==> src/rtl/prbs_pkg.sv <==
// rtl/prbs_pkg.sv - shared types, tap masks and feedback helper for the PRBS generator/checker
package prbs_pkg;

    typedef enum logic [1:0] {
        ST_FILL   = 2'd0,
        ST_SEARCH = 2'd1,
        ST_LOCKED = 2'd2
    } chk_state_e;

    // Masks for this right-shifting Fibonacci form: bit 0 plus bit (W - n) for x^W + x^n + 1.
    localparam logic [31:0] TAPS_W4  = 32'h0000_0009;
    localparam logic [31:0] TAPS_W7  = 32'h0000_0003;
    localparam logic [31:0] TAPS_W15 = 32'h0000_0003;
    localparam logic [31:0] TAPS_W23 = 32'h0000_0021;
    localparam logic [31:0] TAPS_W31 = 32'h0000_0009;

    function automatic logic lfsr_fb(input logic [31:0] state, input logic [31:0] taps);
        return ^(state & taps);
    endfunction

endpackage

==> src/rtl/prbs_gen_chk_lfsr_core.sv <==
// rtl/prbs_gen_chk_lfsr_core.sv - shift register with seed load, step enable and external shift-in
module lfsr_core
    import prbs_pkg::*;
#(
    parameter int           W       = 4,
    parameter logic [W-1:0] TAPS    = 4'b1001,
    parameter logic [W-1:0] RST_VAL = {W{1'b1}}
) (
    input  logic         clk_i,
    input  logic         res_i,
    input  logic         load_i,
    input  logic [W-1:0] seed_i,
    input  logic         step_i,
    input  logic         shift_in_i,
    output logic [W-1:0] d_next_o,
    output logic         y_o,
    output logic         fb_o
);

    logic [W-1:0] d_q;
    logic [W-1:0] d_d;

    // An all-zero seed would lock the register up, so it is replaced by all-ones.
    always_comb begin
        d_d = d_q;
        if (load_i) begin
            d_d = (seed_i == '0) ? {W{1'b1}} : seed_i;
        end else if (step_i) begin
            d_d = {shift_in_i, d_q[W-1:1]};
        end
    end

    always_ff @(posedge clk_i or negedge res_i) begin
        if (!res_i) begin
            d_q <= RST_VAL;
        end else begin
            d_q <= d_d;
        end
    end

    assign d_next_o = d_d;
    assign y_o      = d_q[0];
    assign fb_o     = lfsr_fb(32'(d_q), 32'(TAPS));

endmodule

==> config.mk <==
export PLATFORM = sky130hd
export DESIGN_NAME = lfsr_core
export DESIGN_NICKNAME = d
export VERILOG_FILES = /design/src/rtl/prbs_pkg.sv /design/src/rtl/prbs_gen_chk_lfsr_core.sv
export SDC_FILE = /design/constraint.sdc
export NUM_CORES = 1
export LEC_CHECK = 0
export CAP_MARGIN = 30
export CORE_AREA = 5 5 42 44
export CTS_BUF_LIST = sky130_fd_sc_hd__clkbuf_8
export DETAILED_ROUTE_END_ITERATION = 7
export DIE_AREA = 0 0 47 49
export PLACE_DENSITY = 0.42
export SLEW_MARGIN = 40
export SYNTH_ARGS = -nofsm -noshare
export SYNTH_HDL_FRONTEND = slang
export SYNTH_SLANG_ARGS = --single-unit
==> constraint.sdc <==
create_clock -name clk_i -period 3.7 [get_ports clk_i]
set_clock_uncertainty 0.15 [all_clocks]
set_input_delay 1.11 -clock clk_i [delete_from_list [all_inputs] [get_ports clk_i]]
set_output_delay 1.11 -clock clk_i [all_outputs]
set_load 0.05 [all_outputs]
==> metrics.cfg, run 1 <==
[synth]
synth_top_area_share_pct=44.0
synthDistinctLibCells=6
seq_area_frac_synth_pct=44.0
ys_top_cells_by_count=dfstp_2, mux2_1, nand2b_1, nor3_1, o22a_1
synthArstFlopShare_pct=100
synth_seq_cells=4
synth_nets=30
postSynthAreaPerCell_sq_um=11.4
synth_top_area_cell=dfstp_2
yosys-top-cells-area=dfstp_2, mux2_1, o22a_1
yosysWarnings=0
synthCells=21
syn_area_sq_um=239
synth_ff_type=dfstp_2
synth_edf_count=0

[finish]
drive_gt1_share_pct=30.8
nNetsFinal=50
largest_reg_flops=4
regMostFlops=d_q
reg_top3=d_q: 4 flops
diodes=0
area_growth_pct=84.3

[setup_path]
crit_fanout=8
crit_required_ns=2.44
crit_type=in -> out
r2r_slack_ns=2.50
r2r_cells=3
cp-start-kind=input pin
end_kind=primary output
worstReg2RegEnd=d_q[0]$_DFF_PN1_
arrival_ns=2.23
r2r_start=d_q[0]$_DFF_PN1_

[sta]
relSlewSlack_pct=67.0
setup_viol=0
fin_crit_ns=3.49
setup_ws_ns=0.212
slew_violations=0
fin_crit_sh_pct=94.3
worst_slew_pin_slew_ns=0.493
tns_ns=0
hold_violations=0
rsz0062_at_grt=false
fmax_mhz=287

[place]
portBuffers=14
dp_slack_ns=0.0226
place.gp.congestion=0.642

[floorplan]
die_y_um=49
rows=14
core_sq_um=1400
io_pins=15
start_util_pct=17.1
die_w_um=47
die_area_sq_um=2300

[global_route]
grt_max_degree=9
grt_pass1_wl_um=1030
gr-usage-all-layers_pct=6.77
grt_pass1_vias=261
grt-ovfl-total=0
grt_antenna_before_repair=0

[power]
p_per_area_nw_per_um2=494
leakage_nw=0.175
peakVddDrop_v=0.000411

[clocking]
clock_tree.root_cell=clkbuf_8
cts.htree.levels=1
cts.clk_slew.worst_paths_ns=0.03
ctsHoldBuffers=0
cts_buffers=3
insertion_delay_ns=0.21
clockBufferDepth=2
cts_setup_buffers=0
cts_sinks=4
cts_tree=yes

[detailed_routing]
drtIter0Drc=0
vias_per_cell=4.27
drc=0
vias=235
wire_per_inst_um=11.2
wl_um=616
ant_nets=0
drtPass1Iterations=1

[run_status]
outcome=finished clean

[worst_hold_path]
hp-start=d_q[1]$_DFF_PN1_
hp-class=reg -> reg
whs_path_depth=2
hold_end=d_q[1]$_DFF_PN1_

[flow_run]
cap_violations=0

## logic make-up (layout without fill, tap and decap cells)
kind of cell	Yosys count	in the layout	share of synthesized area, %
muxes	4	4	18.8
xor gates and xnor gates	1	1	3.67
AOI/OAI and AO/OA	4	4	14.7
buffers and inverters	0	18	0
and+or+nand+nor	8	8	18.8
DFF	4	4	44.0
## final cells by class
type | instances | area (sq um)
multi-input combinational | 17 | 134
fill | 161 | 961
sequential | 4 | 105
clock buffer | 3 | 41.3
timing repair buffer | 15 | 140
tap | 16 | 20.0
## where the power goes
group	internal (mW)	switching (mW)	total, mW
logic	0.0299	0.0437	0.0736
registers	0.0524	0.00326	0.0556
clock network	0.0690	0.0192	0.0882
total	0.151	0.0661	0.217
## worst max-delay path: stages
cell and delay [ns]:
clkdlybuf4s50_1 0.61, nand2b_1 0.09, o22a_1 0.22, buf_4 0.19
## routing by layer
metal | up-vias | global-route usage, % | routed length, um
met2 | 12 | 9.05 | 289
met5 | - | 0 | 0
met3 | 0 | 5.90 | 72
met1 | 107 | 6.84 | 254
met4 | 0 | 4.15 | 0
li1 | 116 | - | -
## worst max-delay path by stage
stage | start | to | slack, ns
final | load_i | d_next_o[1] | 0.21
after CTS | step_i | d_next_o[2] | 0.008
after floorplan | step_i | d_next_o[2] | 0.66
after global placement | step_i | d_next_o[0] | -0.001
after detailed placement | step_i | d_next_o[2] | 0.02
after global routing | seed_i[3] | d_next_o[2] | 0.17
## metrics by stage
step                hold slack [ns]  cell area, sq um  util (%)  instances  total power, mW
global placement              0.650               397      28.3         52            0.131
finish                        0.675               440      31.4         55            0.217
detailed placement            0.669               397      28.3         52            0.131
floorplan                     0.812               239         -         21           0.0997
CTS                           0.683               438      31.3         55            0.223
global route                  0.710               440      31.4         55            0.233
## what timing repair did
| item | CTS | global route |
|---|---|---|
| endpoints found under the setup margin | 0 | 4 |
| hold endpoints to repair | 0 | 0 |
| resized for setup | 0 | 1 |
## cells in the final DEF, fill, tap and decap left out
cell type	instances
buf_4	5
clkbuf_8	3
clkdlybuf4s50_1	9
dfstp_2	4
dlymetal6s2s_1	1
mux2_1	4
nand2b_1	4
nor3_1	4
o22a_1	4
xor2_1	1
(Power assumes the default switching activity.)
==> run 2, diff against run 1 <==
--- a/config.mk
+++ b/config.mk
@@ -10,7 +10,9 @@
 export CTS_BUF_LIST = sky130_fd_sc_hd__clkbuf_8
 export DETAILED_ROUTE_END_ITERATION = 7
 export DIE_AREA = 0 0 47 49
+export GPL_ROUTABILITY_DRIVEN = 1
 export PLACE_DENSITY = 0.42
+export REMOVE_ABC_BUFFERS = 1
 export SLEW_MARGIN = 40
 export SYNTH_ARGS = -nofsm -noshare
 export SYNTH_HDL_FRONTEND = slang
==> constraint.sdc (replaced) <==
create_clock -name clk_i -period 3.7 [get_ports clk_i]
set_clock_uncertainty 0.15 [all_clocks]
set_input_delay 1.11 -clock clk_i [delete_from_list [all_inputs] [get_ports clk_i]]
set_output_delay 1.11 -clock clk_i [all_outputs]
set_load 0.02 [all_outputs]
==> run 2 against run 1 <==
  * Register-to-register slack hardly changed
  * Total power down 5.9%
  * Largest cell class unchanged
  * Fmax decreased by 3.3%
==> metrics.cfg, run 2 (synthesized netlist as in run 1, its figures left out) <==
[worst_hold_path]
hp-class=reg -> reg

[clocking]
cts_sinks=4  ; unchanged
cts_setup_buffers=0  ; unchanged
cts.clk_slew.worst_paths_ns=0.03  ; about the same
cts_buffers=3  ; unchanged
clock_tree.root_cell=clkbuf_8
cts_tree=yes
cts.htree.levels=1  ; unchanged
insertion_delay_ns=0.22  ; about the same
clockBufferDepth=2  ; unchanged

[finish]
fin_util_pct=32.6  ; +1.2 points
area_growth_pct=91.1
regMostFlops=d_q
final_cell_mix=clkdlybuf4s50_1, dlygate4sd2_1
largest_reg_flops=4  ; unchanged
fin_cells=57  ; +3.6%
diodes=0  ; unchanged
nNetsFinal=52  ; +4.0%
reg_top3=d_q: 4 flops
drive_gt1_share_pct=24.4  ; -6.4 points
layout_commonest_cell=clkdlybuf4s50_1

[setup_path]
slowest_delay_ns=0.61  ; about the same
slowest_stage=clkdlybuf4s50_1
crit_fanout=8  ; unchanged
cp-start-kind=input pin
crit_required_ns=2.44  ; about the same
arrival_ns=2.35  ; +0.12 ns
crit_type=in -> out
r2r_slack_ns=2.49  ; about the same
crit_chain=clkdlybuf4s50_1 > nand2b_1 > o22a_1 > dlygate4sd2_1
end_kind=primary output

[detailed_routing]
drtPass1Iterations=2  ; +1
drtIter0Drc=1  ; +1
drc=0  ; unchanged
dr_wl_met3_um=64  ; -11%
vias=245  ; +4.3%
wire_per_inst_um=11.4  ; +1.5%
top_layer=met4
wl_um=648  ; +5.2%
met1_length_um=244  ; -3.9%
met2_length_um=322  ; +11%
ant_nets=0  ; unchanged
vias_per_cell=4.30  ; +0.60%

[global_route]
grt_max_degree=9  ; unchanged
grt_pass1_wl_um=1080  ; +5.4%
grt_antenna_before_repair=0  ; unchanged
grt_pass1_vias=267  ; +2.3%
gr-usage-all-layers_pct=7.27  ; +0.50 points
grt-ovfl-total=0  ; unchanged

[floorplan]
die_w_um=47  ; unchanged
start_util_pct=17.1  ; unchanged
die_y_um=49  ; unchanged
io_pins=15  ; unchanged
rows=14  ; unchanged
core_sq_um=1400  ; unchanged
die_area_sq_um=2300  ; unchanged

[sta]
fin_crit_ns=3.61  ; +0.117 ns
slew_violations=0  ; unchanged
hold_slack_ns=0.687  ; +0.0127 ns
tns_ns=0  ; unchanged
setup_viol=0  ; unchanged
relSlewSlack_pct=83.2  ; +16 points
fin_crit_sh_pct=97.4  ; +3.2 points
worst_slew_pin_slew_ns=0.252  ; -0.241 ns
rsz0062_at_grt=false
fmax_mhz=277  ; -3.3%
hold_violations=0  ; unchanged

[power]
leakage_nw=0.176  ; +0.54%
p_per_area_nw_per_um2=448  ; -9.3%
peakVddDrop_v=0.000180  ; -56%

[place]
portBuffers=14  ; unchanged
dp.cells=54  ; +3.8%
place.gp.congestion=0.622  ; -3.0%

[flow_run]
cap_violations=0  ; unchanged

[run_status]
outcome=finished clean

## run 2: power by group
group	switching (mW)	total (mW)	internal [mW]
Combinational	0.0249	0.0558	0.0309
Clock	0.0240	0.0934	0.0695
Sequential	0.00300	0.0553	0.0523
Total	0.0519	0.205	0.153
## run 2: worst paths after layout
check                            startpoint               end  cells past startpoint
min                        d_q[3]$_DFF_PN1_  d_q[3]$_DFF_PN1_                      2
max reg2reg                d_q[3]$_DFF_PN1_  d_q[2]$_DFF_PN1_                      3
max                                  load_i       d_next_o[3]                      4
max in group asynchronous             res_i  d_q[3]$_DFF_PN1_                      1
min in group asynchronous             res_i  d_q[0]$_DFF_PN1_                      1
min reg2reg                d_q[3]$_DFF_PN1_  d_q[3]$_DFF_PN1_                      2
## run 2: cell type report
type,count,area (sq um)
sequential,4,105
tap,16,20.0
fill,152,945
clock buffer,3,41.3
timing repair buffer,17,156
multi-input combinational,17,134
## run 2: repair_timing
action,4_1_cts,5_1_grt
setup endpoints to repair,4,0
resized for setup,5,0
hold buffers,0,0
## run 2: stage by stage
| stage | area [sq um] | power (mW) | setup slack, ns |
|---|---|---|---|
| 5_1_grt | 457 | 0.219 | 0.00485 |
| 4_1_cts | 457 | 0.210 | 0.0781 |
| 6_report | 457 | 0.205 | 0.0947 |
| 3_5_place_dp | 422 | 0.117 | -0.332 |
| 2_1_floorplan | 239 | 0.0802 | 0.772 |
| 3_3_place_gp | 422 | 0.117 | -0.334 |
## run 2: per-layer routing
layer	up-vias	global-route usage, %
li1	122	-
met1	111	6.64
met2	10	9.73
met3	2	3.32
met4	0	9.68
met5	-	0
## run 2: worst max-delay path, delay by kind of cell
family	cells	cell delay [ns]
AO/OA/AOI/OAI	1	0.21
buffers and inverters	2	0.94
AND/OR/NAND/NOR	1	0.09
==> run 3, diff against run 2 <==
--- a/config.mk
+++ b/config.mk
@@ -11,8 +11,9 @@
 export DETAILED_ROUTE_END_ITERATION = 7
 export DIE_AREA = 0 0 47 49
 export GPL_ROUTABILITY_DRIVEN = 1
-export PLACE_DENSITY = 0.42
+export PLACE_DENSITY = 0.44
 export REMOVE_ABC_BUFFERS = 1
+export SETUP_SLACK_MARGIN = 0.15
 export SLEW_MARGIN = 40
 export SYNTH_ARGS = -nofsm -noshare
 export SYNTH_HDL_FRONTEND = slang
==> constraint.sdc (replaced) <==
create_clock -name clk_i -period 3.2 [get_ports clk_i]
set_clock_uncertainty 0.15 [all_clocks]
set_input_delay 0.96 -clock clk_i [delete_from_list [all_inputs] [get_ports clk_i]]
set_output_delay 0.96 -clock clk_i [all_outputs]
set_load 0.02 [all_outputs]
==> run 3 against run 2 <==
  * Non-clock buffer count grew 3
  * Sequential share of layout area shrank 0.91 points
  * Final cell count grew 5.3%
  * Largest power group unchanged
==> metrics.cfg, run 3 (synthesized netlist as in run 1, its figures left out) <==
[detailed_routing]
wl_um=725  ; +12%
drc=0  ; unchanged
wire_per_inst_um=12.1  ; +6.3%
ant_nets=0  ; unchanged
drtPass1Iterations=4  ; +2
vias=263  ; +7.3%
drtIter0Drc=5  ; +4
vias_per_cell=4.38  ; +2.0%

[global_route]
grt_max_degree=9  ; unchanged
grt_antenna_before_repair=0  ; unchanged
grt-ovfl-total=0  ; unchanged
grt_pass1_vias=279  ; +4.5%
grt_pass1_wl_um=1170  ; +7.7%
gr-usage-all-layers_pct=7.91  ; +0.64 points

[floorplan]
core_sq_um=1400  ; unchanged
die_w_um=47  ; unchanged
rows=14  ; unchanged
die_y_um=49  ; unchanged
io_pins=15  ; unchanged
die_area_sq_um=2300  ; unchanged
start_util_pct=17.1  ; unchanged

[setup_path]
critPathBufInv=2  ; unchanged
slowest_stage=mux2_1
endpoint=d_next_o[2]
arrival_ns=1.81  ; -0.54 ns
crit_required_ns=2.09  ; -0.35 ns
crit_family=multiplexers
worstReg2RegEnd=d_q[2]$_DFF_PN1_
r2r_start=d_q[3]$_DFF_PN1_
crit_chain=clkbuf_2 > mux2_1 > o22a_1 > buf_4
r2r_slack_ns=1.84  ; -0.65 ns
crit_fanout=4  ; -4
r2r_cells=4  ; +1
slowest_delay_ns=0.34  ; -0.27 ns
critPathLaunch=step_i
path_depth=4  ; unchanged
cp-start-kind=input pin
crit_type=in -> out
end_kind=primary output

[sta]
rsz0062_at_grt=false
tns_ns=0  ; unchanged
fmax_mhz=343
worst_slew_pin_slew_ns=0.262  ; +0.0105 ns
fin_crit_sh_pct=91.2
relSlewSlack_pct=82.5  ; -0.65 points
slew_violations=0  ; unchanged
hold_violations=0  ; unchanged
setup_viol=0  ; unchanged
fin_crit_ns=2.92

[clocking]
cts_buffers=3  ; unchanged
insertion_delay_ns=0.22  ; about the same
clockBufferDepth=2  ; unchanged
cts.htree.levels=1  ; unchanged
clock_tree.root_cell=clkbuf_8
ctsHoldBuffers=0  ; unchanged
cts.clk_slew.worst_paths_ns=0.03  ; about the same
cts_sinks=4  ; unchanged
cts_tree=yes

[power]
switchingPower_uw=60.0  ; +16%
p_int_uw=182  ; +19%
pwr-share-seq_pct=26.6  ; -0.5 points
p_per_area_nw_per_um2=508  ; +13%
totalPowerFinal_uw=242  ; +18%
leakage_nw=0.204  ; +16%
switching_share_pct=24.8  ; -0.51 points
peakVddDrop_v=0.000176  ; -2.3%
p_clk_share_pct=43.2  ; -2.5 points
pwr-share-comb_pct=30.2  ; +2.9 points

[flow_run]
cap_violations=0  ; unchanged

[worst_hold_path]
hp-class=reg -> reg
hp-start=d_q[1]$_DFF_PN1_

[finish]
drive_gt1_share_pct=45.5  ; +21 points
final_cell_mix=buf_4, dlygate4sd2_1, nand2b_1, o22a_1, dfstp_2
diodes=0  ; unchanged
regMostFlops=d_q
layout_commonest_cell=buf_4
area_growth_pct=99.0
largest_reg_flops=4  ; unchanged
final_cell_area_sq_um=475  ; +4.1%
reg_top3=d_q: 4 flops
nNetsFinal=55  ; +5.8%

[run_status]
outcome=finished clean

[place]
place.gp.congestion=0.693  ; +11%
hpwl_um=533
post_dp_cell_area_sq_um=429  ; +1.8%
portBuffers=14  ; unchanged

## run 3: worst register-to-register path, delay by kind of cell, from the launching register on
family | cells | cell delay, ns
buffers and inverters | 2 | 0.26
AO/OA/AOI/OAI | 1 | 0.21
flip-flops | 1 | 0.37
multiplexers | 1 | 0.30
## run 3: how the worst min path moves through the flow
| stage | endpoint | depth (start not counted) | slack (ns) |
|---|---|---|---|
| global placement | d_q[2]$_DFF_PN1_ | 3 | 0.80 |
| detailed placement | d_q[1]$_DFF_PN1_ | 3 | 0.76 |
| global route | d_q[1]$_DFF_PN1_ | 3 | 0.81 |
| finish | d_q[1]$_DFF_PN1_ | 3 | 0.77 |
| floorplan | d_q[0]$_DFF_PN1_ | 0 | 0.66 |
| CTS | d_q[1]$_DFF_PN1_ | 3 | 0.78 |
## run 3: routing by layer
metal	part of all wire, %	routed length, um	track usage (%)
met1	38	273	7.54
met2	52	379	10.9
met3	7.6	55	3.32
met4	2.2	16	9.68
met5	0	0	0
## run 3: cell type report
cell class | count | area, sq um
repair buffers | 20 | 166
clock buffers | 3 | 41.3
multi-input cells | 17 | 143
fillers | 152 | 926
flip-flops and latches | 4 | 105
well taps | 16 | 20.0
## run 3: repair_timing
item	CTS	global route
buffers inserted	2	0
pin swaps	2	0
hold endpoints to repair	0	0
resized for setup	31	1
endpoints found under the setup margin	4	3
## run 3: power groups by stage
stage          sequential (mW)  combinational, mW  clock (mW)
2_1_floorplan           0.0655             0.0273           0
3_3_place_gp            0.0647             0.0730           0
3_5_place_dp            0.0647             0.0721           0
4_1_cts                 0.0644             0.0739       0.107
5_1_grt                 0.0653             0.0782       0.114
6_report                0.0642             0.0730       0.104
## run 3: metrics by stage
stage / util (%) / hold WS (ns) / std cells / worst slack [ns]
2_1_floorplan: - / 0.662 / 21 / 0.572
3_3_place_gp: 30.6 / 0.796 / 55 / -0.532
3_5_place_dp: 30.6 / 0.761 / 55 / -0.512
4_1_cts: 34.3 / 0.776 / 60 / 0.144
5_1_grt: 33.9 / 0.811 / 60 / 0.217
6_report: 33.9 / 0.773 / 60 / 0.283
